**config.mk**
```make
export PLATFORM = sky130hd
export DESIGN_NAME = keypad_scanner_flat
export DESIGN_NICKNAME = d
export VERILOG_FILES = /design/src/rtl/keypad_pkg.sv /design/src/rtl/keypad_scanner_if.sv /design/src/rtl/keypad_scanner_sync_2ff.sv /design/src/rtl/keypad_scanner.sv /design/src/flat_wrapper.sv
export SDC_FILE = /design/constraint.sdc
export NUM_CORES = 1
export LEC_CHECK = 0
export CAP_MARGIN = 10
export CORE_MARGIN = 3
export CORE_UTILIZATION = 55
export CTS_BUF_LIST = sky130_fd_sc_hd__clkbuf_8
export CTS_CLUSTER_DIAMETER = 100
export DETAILED_ROUTE_END_ITERATION = 8
export GPL_ROUTABILITY_DRIVEN = 0
export PLACE_DENSITY = 0.77
export SLEW_MARGIN = 20
export SYNTH_ARGS = -nofsm -noshare
export SYNTH_HDL_FRONTEND = slang
export SYNTH_SLANG_ARGS = --single-unit
```
**constraint.sdc**
```tcl
create_clock -name clk -period 4.6 [get_ports clk]
set_clock_uncertainty 0.05 [all_clocks]
set_input_delay 0.46 -clock clk [delete_from_list [all_inputs] [get_ports clk]]
set_output_delay 0.46 -clock clk [all_outputs]
set_load 0.02 [all_outputs]
```
**src/rtl/keypad_pkg.sv**
```systemverilog
// Shared types and helpers for the 4x4 matrix keypad scanner.
// Holds the FSM state encoding, the idle column strobe and the key map.
package keypad_pkg;

  typedef enum logic [1:0] {
    SCAN,
    DEB_PRESS,
    HELD,
    DEB_RELEASE
  } kp_state_e;

  localparam logic [3:0] COL_RESET = 4'b1110;
  localparam logic [3:0] ROWS_IDLE = 4'b1111;

  function automatic logic single_low(input logic [3:0] v);
    return (v == 4'b1110) || (v == 4'b1101) || (v == 4'b1011) || (v == 4'b0111);
  endfunction

  // Row/column arrive as one-cold vectors; row 0 is the top row, col 0 the left column.
  function automatic logic [3:0] key_map(input logic [3:0] row_onehot_n,
                                         input logic [3:0] col_onehot_n);
    logic [1:0] r;
    logic [1:0] c;
    logic [3:0] k;
    r = 2'd0;
    c = 2'd0;
    for (int i = 0; i < 4; i++) begin
      if (!row_onehot_n[i]) r = 2'(i);
      if (!col_onehot_n[i]) c = 2'(i);
    end
    case ({r, c})
      4'h0: k = 4'h1;
      4'h1: k = 4'h2;
      4'h2: k = 4'h3;
      4'h3: k = 4'hA;
      4'h4: k = 4'h4;
      4'h5: k = 4'h5;
      4'h6: k = 4'h6;
      4'h7: k = 4'hB;
      4'h8: k = 4'h7;
      4'h9: k = 4'h8;
      4'hA: k = 4'h9;
      4'hB: k = 4'hC;
      4'hC: k = 4'hE;
      4'hD: k = 4'h0;
      4'hE: k = 4'hF;
      default: k = 4'hD;
    endcase
    return k;
  endfunction

endpackage

```
**src/rtl/keypad_scanner_if.sv**
```systemverilog
// Keypad-side and display-side signals of the scanner, bundled as one interface.
// master = scanner (drives strobes and key outputs), slave = keypad/display side.
interface keypad_scanner_if;
  logic [3:0] rows;
  logic [3:0] cols;
  logic [3:0] key_code;
  logic       key_valid;
  logic       key_held;
  logic [3:0] digit_left;
  logic [3:0] digit_right;

  modport master (
    input  rows,
    output cols, key_code, key_valid, key_held, digit_left, digit_right
  );

  modport slave (
    output rows,
    input  cols, key_code, key_valid, key_held, digit_left, digit_right
  );
endinterface

```
**src/rtl/keypad_scanner_sync_2ff.sv**
```systemverilog
// Two-flop synchronizer for asynchronous inputs; reset value is chosen per instance.
module sync_2ff #(
  parameter int                DATA_W    = 4,
  parameter logic [DATA_W-1:0] RESET_VAL = '0
) (
  input  logic              clk,
  input  logic              reset_n,
  input  logic [DATA_W-1:0] d,
  output logic [DATA_W-1:0] q
);

  logic [DATA_W-1:0] meta_p0;
  logic [DATA_W-1:0] sync_p1;

  always_ff @(posedge clk or negedge reset_n) begin
    if (!reset_n) begin
      meta_p0 <= RESET_VAL;
      sync_p1 <= RESET_VAL;
    end else begin
      meta_p0 <= d;
      sync_p1 <= meta_p0;
    end
  end

  assign q = sync_p1;

endmodule

```
**src/rtl/keypad_scanner.sv**
```systemverilog
// 4x4 keypad scanner: column strobing, press/release debounce, last-two-key digit shift.
// Optional build macro KEY_REPEAT_EN adds auto-repeat while a key stays held.
module keypad_scanner
  import keypad_pkg::*;
#(
  parameter int SCAN_DIV      = 4800,
  parameter int DEBOUNCE_CYC  = 960000,
  parameter int REPEAT_DELAY  = 24000000,
  parameter int REPEAT_PERIOD = 4800000
) (
  input  logic clk,
  input  logic reset_n,
  keypad_scanner_if.master kp
);

  localparam int CNT_MAX = (SCAN_DIV > DEBOUNCE_CYC) ? SCAN_DIV : DEBOUNCE_CYC;
  localparam int CNT_W   = $clog2(CNT_MAX);
  localparam logic [CNT_W-1:0] SCAN_LAST = CNT_W'(SCAN_DIV - 1);
  localparam logic [CNT_W-1:0] DEB_LAST  = CNT_W'(DEBOUNCE_CYC - 1);

  kp_state_e        state, state_nx;
  logic [CNT_W-1:0] cnt, cnt_nx;
  logic [3:0]       cols_q, cols_nx, cols_rot;
  logic [3:0]       row_lat, row_lat_nx;
  logic [3:0]       code_q, code_nx, left_q, left_nx, right_q, right_nx;
  logic             valid_q, valid_nx, held_q, held_nx;
  logic [3:0]       rows_s;

`ifdef KEY_REPEAT_EN
  localparam int RPT_MAX = (REPEAT_DELAY > REPEAT_PERIOD) ? REPEAT_DELAY : REPEAT_PERIOD;
  localparam int RPT_W   = $clog2(RPT_MAX);
  localparam logic [RPT_W-1:0] DELAY_LAST  = RPT_W'(REPEAT_DELAY - 1);
  localparam logic [RPT_W-1:0] PERIOD_LAST = RPT_W'(REPEAT_PERIOD - 1);
  logic [RPT_W-1:0] rpt_cnt, rpt_cnt_nx;
  logic             rpt_first, rpt_first_nx;
`endif

  sync_2ff #(.DATA_W(4), .RESET_VAL(ROWS_IDLE)) u_rows_sync (
    .clk     (clk),
    .reset_n (reset_n),
    .d       (kp.rows),
    .q       (rows_s)
  );

  assign cols_rot = {cols_q[2:0], cols_q[3]};

  always_comb begin
    state_nx   = state;
    cnt_nx     = cnt;
    cols_nx    = cols_q;
    row_lat_nx = row_lat;
    code_nx    = code_q;
    left_nx    = left_q;
    right_nx   = right_q;
    valid_nx   = 1'b0;
    held_nx    = held_q;
`ifdef KEY_REPEAT_EN
    rpt_cnt_nx   = rpt_cnt;
    rpt_first_nx = rpt_first;
`endif
    case (state)
      SCAN: begin
        if (cnt == SCAN_LAST) begin
          cnt_nx = '0;
          if (single_low(rows_s)) begin
            row_lat_nx = rows_s;
            state_nx   = DEB_PRESS;
          end else begin
            cols_nx = cols_rot;
          end
        end else begin
          cnt_nx = cnt + CNT_W'(1);
        end
      end
      DEB_PRESS: begin
        if (rows_s != row_lat) begin
          state_nx = SCAN;
          cnt_nx   = '0;
          cols_nx  = cols_rot;
        end else if (cnt == DEB_LAST) begin
          code_nx  = key_map(row_lat, cols_q);
          left_nx  = right_q;
          right_nx = key_map(row_lat, cols_q);
          valid_nx = 1'b1;
          held_nx  = 1'b1;
          cnt_nx   = '0;
          state_nx = HELD;
`ifdef KEY_REPEAT_EN
          rpt_cnt_nx   = '0;
          rpt_first_nx = 1'b1;
`endif
        end else begin
          cnt_nx = cnt + CNT_W'(1);
        end
      end
      HELD: begin
        if (rows_s == ROWS_IDLE) begin
          state_nx = DEB_RELEASE;
          cnt_nx   = '0;
        end else begin
`ifdef KEY_REPEAT_EN
          if (rpt_cnt == (rpt_first ? DELAY_LAST : PERIOD_LAST)) begin
            valid_nx     = 1'b1;
            left_nx      = right_q;
            right_nx     = code_q;
            rpt_cnt_nx   = '0;
            rpt_first_nx = 1'b0;
          end else begin
            rpt_cnt_nx = rpt_cnt + RPT_W'(1);
          end
`endif
        end
      end
      DEB_RELEASE: begin
        if (rows_s != ROWS_IDLE) begin
          state_nx = HELD;
          cnt_nx   = '0;
`ifdef KEY_REPEAT_EN
          rpt_cnt_nx   = '0;
          rpt_first_nx = 1'b1;
`endif
        end else if (cnt == DEB_LAST) begin
          held_nx  = 1'b0;
          state_nx = SCAN;
          cnt_nx   = '0;
          cols_nx  = cols_rot;
        end else begin
          cnt_nx = cnt + CNT_W'(1);
        end
      end
      default: state_nx = SCAN;
    endcase
  end

  always_ff @(posedge clk or negedge reset_n) begin
    if (!reset_n) begin
      state   <= SCAN;
      cnt     <= '0;
      cols_q  <= COL_RESET;
      code_q  <= 4'h0;
      left_q  <= 4'h0;
      right_q <= 4'h0;
      valid_q <= 1'b0;
      held_q  <= 1'b0;
`ifdef KEY_REPEAT_EN
      rpt_cnt   <= '0;
      rpt_first <= 1'b1;
`endif
    end else begin
      state   <= state_nx;
      cnt     <= cnt_nx;
      cols_q  <= cols_nx;
      code_q  <= code_nx;
      left_q  <= left_nx;
      right_q <= right_nx;
      valid_q <= valid_nx;
      held_q  <= held_nx;
`ifdef KEY_REPEAT_EN
      rpt_cnt   <= rpt_cnt_nx;
      rpt_first <= rpt_first_nx;
`endif
    end
  end

  // Latched row pattern is only meaningful once DEB_PRESS is entered, so it carries no reset.
  always_ff @(posedge clk) begin
    row_lat <= row_lat_nx;
  end

  assign kp.cols        = cols_q;
  assign kp.key_code    = code_q;
  assign kp.key_valid   = valid_q;
  assign kp.key_held    = held_q;
  assign kp.digit_left  = left_q;
  assign kp.digit_right = right_q;

endmodule

```
**src/flat_wrapper.sv**
```systemverilog
// flat-port wrapper written by rule: the top's interface ports become plain ports
module keypad_scanner_flat import keypad_pkg::*;
#(
  parameter int SCAN_DIV      = 4800,
  parameter int DEBOUNCE_CYC  = 960000,
  parameter int REPEAT_DELAY  = 24000000,
  parameter int REPEAT_PERIOD = 4800000
)
  (clk, reset_n, kp_rows, kp_cols, kp_key_code, kp_key_valid, kp_key_held, kp_digit_left, kp_digit_right);
  keypad_scanner_if kp_i ();
  input  logic clk;
  input  logic reset_n;
  input wire logic [$bits(kp_i.rows)-1:0] kp_rows;
  output wire logic [$bits(kp_i.cols)-1:0] kp_cols;
  output wire logic [$bits(kp_i.key_code)-1:0] kp_key_code;
  output wire logic [$bits(kp_i.key_valid)-1:0] kp_key_valid;
  output wire logic [$bits(kp_i.key_held)-1:0] kp_key_held;
  output wire logic [$bits(kp_i.digit_left)-1:0] kp_digit_left;
  output wire logic [$bits(kp_i.digit_right)-1:0] kp_digit_right;
  assign kp_i.rows = kp_rows;
  assign kp_cols = kp_i.cols;
  assign kp_key_code = kp_i.key_code;
  assign kp_key_valid = kp_i.key_valid;
  assign kp_key_held = kp_i.key_held;
  assign kp_digit_left = kp_i.digit_left;
  assign kp_digit_right = kp_i.digit_right;
  keypad_scanner #(.SCAN_DIV(SCAN_DIV), .DEBOUNCE_CYC(DEBOUNCE_CYC), .REPEAT_DELAY(REPEAT_DELAY), .REPEAT_PERIOD(REPEAT_PERIOD)) u_core (.clk(clk), .reset_n(reset_n), .kp(kp_i));
endmodule
```
# Yosys cells after proc, flatten, opt, wreduce, memory -nomap -nowiden
# Memory sizes are Yosys's and may differ from the RTL's. A register that Yosys moved wholly into a read port is not among the register bits.
# Cells that the tools add are included.
# op_classes
addsub	1
eq_ne	23
muxes	40
bitwise	1
reduce_logical	13
# op_table
cell	n
$mux W20	5
$pmux W20 S4	1
$mux W2	17
$add A20 B1 Y20 const B	1
$eq A20 B13 Y1 const B	1
$eq A20 B20 Y1 const B	1
$mux W4	5
$eq A4 B4 Y1 const B	4
$ne A2 B1 Y1 const B	6
$pmux W4 S3	1
$reduce_and A5 Y1	2
$mux W1	9
$pmux W2 S4	1
$ne A2 B2 Y1 const B	3
$ne A3 B1 Y1 const B	2
$reduce_and A3 Y1	2
$reduce_and A6 Y1	1
$eq A2 B2 Y1 const B	2
$eq A4 B3 Y1 const B	1
$ne A4 B4 Y1	1
$ne A4 B4 Y1 const B	1
$logic_or A1 B1 Y1	3
$reduce_bool A3 Y1	1
$eq A2 B1 Y1 const B	1
other kinds (5)	6
# totals
reg_bits	44
rom_bits	128
output_inout_bits	18
mem_count	2
# memory_table
name	words	word_bits	read_ports	rd_ports_with_merged_regs	wr	line	source
(no name shown)	16	4	1	1	0	keypad_pkg.sv:31	case ({r, c})
(no name shown)	16	4	1	1	0	keypad_pkg.sv:31	

# Logic depth before layout (Yosys ltp)
# depth
depth_word	7
ltp_mapped	9

# Modules after synthesis
# From an unflattened synthesis, not the netlist that was laid out.
# hier_totals
cells_unflattened	248
area_unflattened_um2	2588.7
# modules_own_cells
mod	n_inst	cells_each	area_per_inst_um2
keypad_scanner	1	240	2378.5
sync_2ff	1	8	210.2

# Least setup slack after synthesis
# Ideal clock, no wire load.
# synth_timing
kind	register to register
start	reg u_core.cols_q[2] (netlist: u_core.kp.cols[2])
end	reg u_core.right_q[2] (netlist: u_core.kp.digit_right[2])
arrival_ns	1.917
t_required_ns	4.422
path_slack_ns	2.505
path_stages_with_launch	7
n_path_buf	0
period_less_slack_ns	2.095
cell_sequence	dfstp_2 -> inv_1 -> o21ai_0 -> ha_1 -> a2bb2oi_1 -> a21oi_1 -> mux2_1
# synth_via
elab_chain_cells	5
# synth_rtl
item	line	source
start: declaration	keypad_scanner.sv:23	logic [3:0] cols_q, cols_nx, cols_rot;
start signal: assignment	keypad_scanner.sv:152	cols_q <= cols_nx;
$mux W2 (2 in series)	keypad_pkg.sv:29	if (!col_onehot_n[i]) c = 2'(i);
$mux W2	keypad_scanner.sv:80	end else if (cnt == DEB_LAST) begin
$mux W2	keypad_scanner.sv:76	if (rows_s != row_lat) begin
$mux W2	keypad_scanner.sv:61	case (state)
end: declaration	keypad_scanner.sv:25	logic [3:0] code_q, code_nx, left_q, left_nx, right_q, right_nx;
# Every way passes these cells. The select of a mux whose other input is x is not followed.
# A chain may end at the register's enable or synchronous reset.

# Worst setup path after layout
# layout_timing
start	reg u_core.cnt[0]
end	reg u_core.cnt[15]
# layout_via
elab_chain_cells	4
# layout_rtl
item	line	source
start: declaration	keypad_scanner.sv:22	logic [CNT_W-1:0] cnt, cnt_nx;
start signal: assignment	keypad_scanner.sv:151	cnt <= cnt_nx;
$add A20 B1 Y20 or $eq A20 B20 Y1 (tied branches)	-	
$mux W20	keypad_scanner.sv:80, keypad_scanner.sv:122	
$mux W20, on equally long branches	keypad_scanner.sv:115, keypad_scanner.sv:76	
$pmux W20 S4 (*)	keypad_scanner.sv:61	
# Every way passes the cells marked *; elsewhere a longest branch is shown, timed or not.

==> metrics.csv <==
stage,metric,value,unit
global_routing,total congestion overflow,0,
sta,Hold WS,252,ps
floorplanning,chip width,73.7,µm
cells_and_area,# diodes,0,
detailed_routing,DRC viols,0,
sta,Final Slew Violations,0,
floorplanning,Core Region,4380,µm²
synth,Yosys cell types,54,
place,Cells after DPL,293,
sta,Slew Limit Headroom,35.9,%
synth,Synth Area per Inst,11.1,µm²
critical_path,Crit Path Class,flop to flop,
sta,# setup viols final,0,
place,pre-CTS setup slack,2230,ps
floorplanning,Die H,73.7,µm
critical_path,R2R depth,6,
cts,CTS max path bufs,2,
sta,actual slew at the worst max-slew pin,961,ps
critical_path,"Data required, critical path",4710,ps
critical_path,critical path capture point type,flop,
global_routing,initial antenna violation count,0,
global_routing,gr usage total,18.3,%
sta,Fmax,0.422,GHz
detailed_routing,via count,1684,
place,Buffers on Ports,23,
cts,PostCTS Resize Cnt,0,
critical_path,crit start category,flop,
sta,final hold vios,0,
critical_path,CP arrival,2480,ps
cts,Skew-Pair Late Insertion Delay,300,ps
power_and_ir_drop,PD cells,253,nW/µm²
synth,post-synthesis sequential area ratio,48.9,%
floorplanning,starting density of the core,57.6,%
detailed_routing,Detailed Route Iter0 Violations,86,
synth,ys flop type,dfrtp_1,
sta,Tmin final,2370,ps
cells_and_area,"Design Area, Final",2850,µm²
synth,"EDFF count, synth",4,
critical_path,highest cell delay on the worst timing path,740,ps
power_and_ir_drop,LEAKAGE,0.00117,µW
cts,clock-pin slew of the registers on the worst-case setup and hold paths,90,ps
global_routing,largest net degree at the start of global routing,45,
detailed_routing,Detailed Route WL,4.32,mm
critical_path,reg-to-reg setup timing slack,2230,ps
critical_path,CP Cell Sequence,ha_1 > nand2_2 > nor4_4 > nand4_2 > a211oi_4 > nor2_1,
place,Post-DP HPWL,3.08,mm
cts,CTS root buffer,clkbuf_8,
floorplanning,row cnt,24,
sta,RSZ-0062 raised after global routing,no,
cts,TritonCTS clock tree,built,
cells_and_area,"Cell Count, Final, Fillers Out",301,
status,status,"complete, no violations",
synth,syn_nets,240,
global_routing,vias in the first global route,1667,
cells_and_area,layout cell share with drive strength beyond 1,16.9,%
sta,period utilization,51.5,%
critical_path,worst reg2reg startpoint,u_core.cnt[0],
detailed_routing,drt pass-1 iters,4,
place,Area after DPL,2750,µm²
critical_path,r2r endpoint,u_core.cnt[15],
critical_path,crit path max fanout,17,
floorplanning,die area,5440,µm²
floorplanning,I/O pins,24,
sta,PnR worst setup slack,2230,ps
synth,Ys Warns,0,
detailed_routing,DR vias/cell,5.59,
cts,CTS Hold Buffers Added,0,
cells_and_area,NumNets Final,260,
global_routing,first-pass GRT wire length,7.77,mm
power_and_ir_drop,VDD IR max,0.155,mV
synth,cell count after synthesis,228,
cts,H-Tree Depth,2,
job,Max Cap Violations,0,
synth,mapped cell area,2520,µm²
cells_and_area,synthesis-to-finish area growth,12.8,%
synth,Seq cells post-synth,48,
hold_path,Hold Path Class,input pin to asynchronous set/reset pin,
cells_and_area,most frequent cells in the layout,"33 x nor2_1, 33 x dfrtp_1, 22 x clkdlybuf4s50_1",
cts,clock sinks,48,
sta,setup tns final,0,ps
cts,Inserted Clock Buffers,5,
cts,postcts setup bufs,0,
synth,ys async rst share,91.7,%
detailed_routing,Routed WL per cell,14.4,µm
critical_path,critical path's slowest cell,a211oi_4,
detailed_routing,ANT nets after route,0,
==> where the power goes <==
| group | internal (µW) | switching [µW] | leakage (µW) | total (µW) |
|---|---|---|---|---|
| Clock | 112 | 154 | 0.0000491 | 266 |
| Sequential | 433 | 3.86 | 0.000598 | 437 |
| Combinational | 6.89 | 11.0 | 0.000524 | 17.9 |
==> synthesized netlist by cell type, drive strengths merged (4+ instances only) <==
cell type,instances,area [µm²]
xor2,8,70.1
nand4,8,56.3
nor4,4,67.6
buf,6,46.3
edfxtp,4,120
nor2b,4,25.0
mux2,12,135
dfstp,11,289
xnor2,12,105
o21ai,6,30.0
clkbuf,4,16.3
a21oi,10,50.1
dfrtp,33,826
nor3,5,25.0
nand2,13,51.3
nand3,7,40.0
ha,6,75.1
nor2,34,135
inv,8,30.0
==> worst max path at each step <==
stage,endpoint,startpoint,cells past startpoint
detailed placement,u_core.cnt[15],u_core.cnt[0],6
global placement,u_core.cnt[12],u_core.cnt[0],6
finish,u_core.cnt[15],u_core.cnt[0],6
floorplan,u_core.kp.digit_right[2],u_core.kp.cols[2],6
CTS,u_core.cnt[15],u_core.cnt[0],6
global route,u_core.cnt[11],u_core.cnt[0],6
==> area by class of cell <==
cell class	count	area (µm²)
Clock buffer	5	68.8
Clock inverter	3	26.3
Fill cell	350	1540
Inverter	8	30.0
Multi-Input combinational cell	162	1200
Sequential cell	48	1230
Tap cell	52	65.1
Timing Repair Buffer	23	225
==> registers in the layout (all words and copies together), names as in the netlist <==
name,count
u_core.kp.digit_right,4
u_core.u_rows_sync.q,4
u_core.kp.key_valid,1
u_core.kp.digit_left,4
u_core.state,2
u_core.row_lat,4
u_core.cnt,20
u_core.kp.key_held,1
u_core.kp.cols,4
u_core.u_rows_sync.meta_p0,4
==> through the flow <==
| stage | utilization [%] | power [µW] |
|---|---|---|
| after global placement | 62.8 | 463 |
| final | 64.9 | 721 |
| after detailed placement | 62.8 | 464 |
| after floorplan | - | 451 |
| after global routing | 64.9 | 748 |
| after CTS | 64.9 | 731 |
==> per-layer routing <==
metal	GRT usage [%]	routed length, µm	up-vias
li1	-	-	825
met1	25.5	2130	815
met2	27.8	1960	37
met3	4.92	184	7
met4	5.84	51	0
met5	0	0	-
==> critical path, delay by kind of cell (launching register included) <==
kind / cells / cell delay [ps]
compound gates: 1 / 740
fa+ha+maj: 1 / 200
flops: 1 / 400
simple gates: 4 / 840
==> cell families (layout without fill, tap and decap cells) <==
kind of cell / after synthesis / after routing / share of synthesized area (%)
fa+ha+maj: 6 / 6 / 2.97
mux: 15 / 15 / 6.54
flops: 48 / 48 / 48.9
buf+inv: 18 / 39 / 3.67
xor+xnor: 20 / 20 / 6.94
simple gates: 90 / 90 / 21.1
compound gates: 31 / 31 / 9.87
No activity file was read; power rests on OpenSTA's default activity.
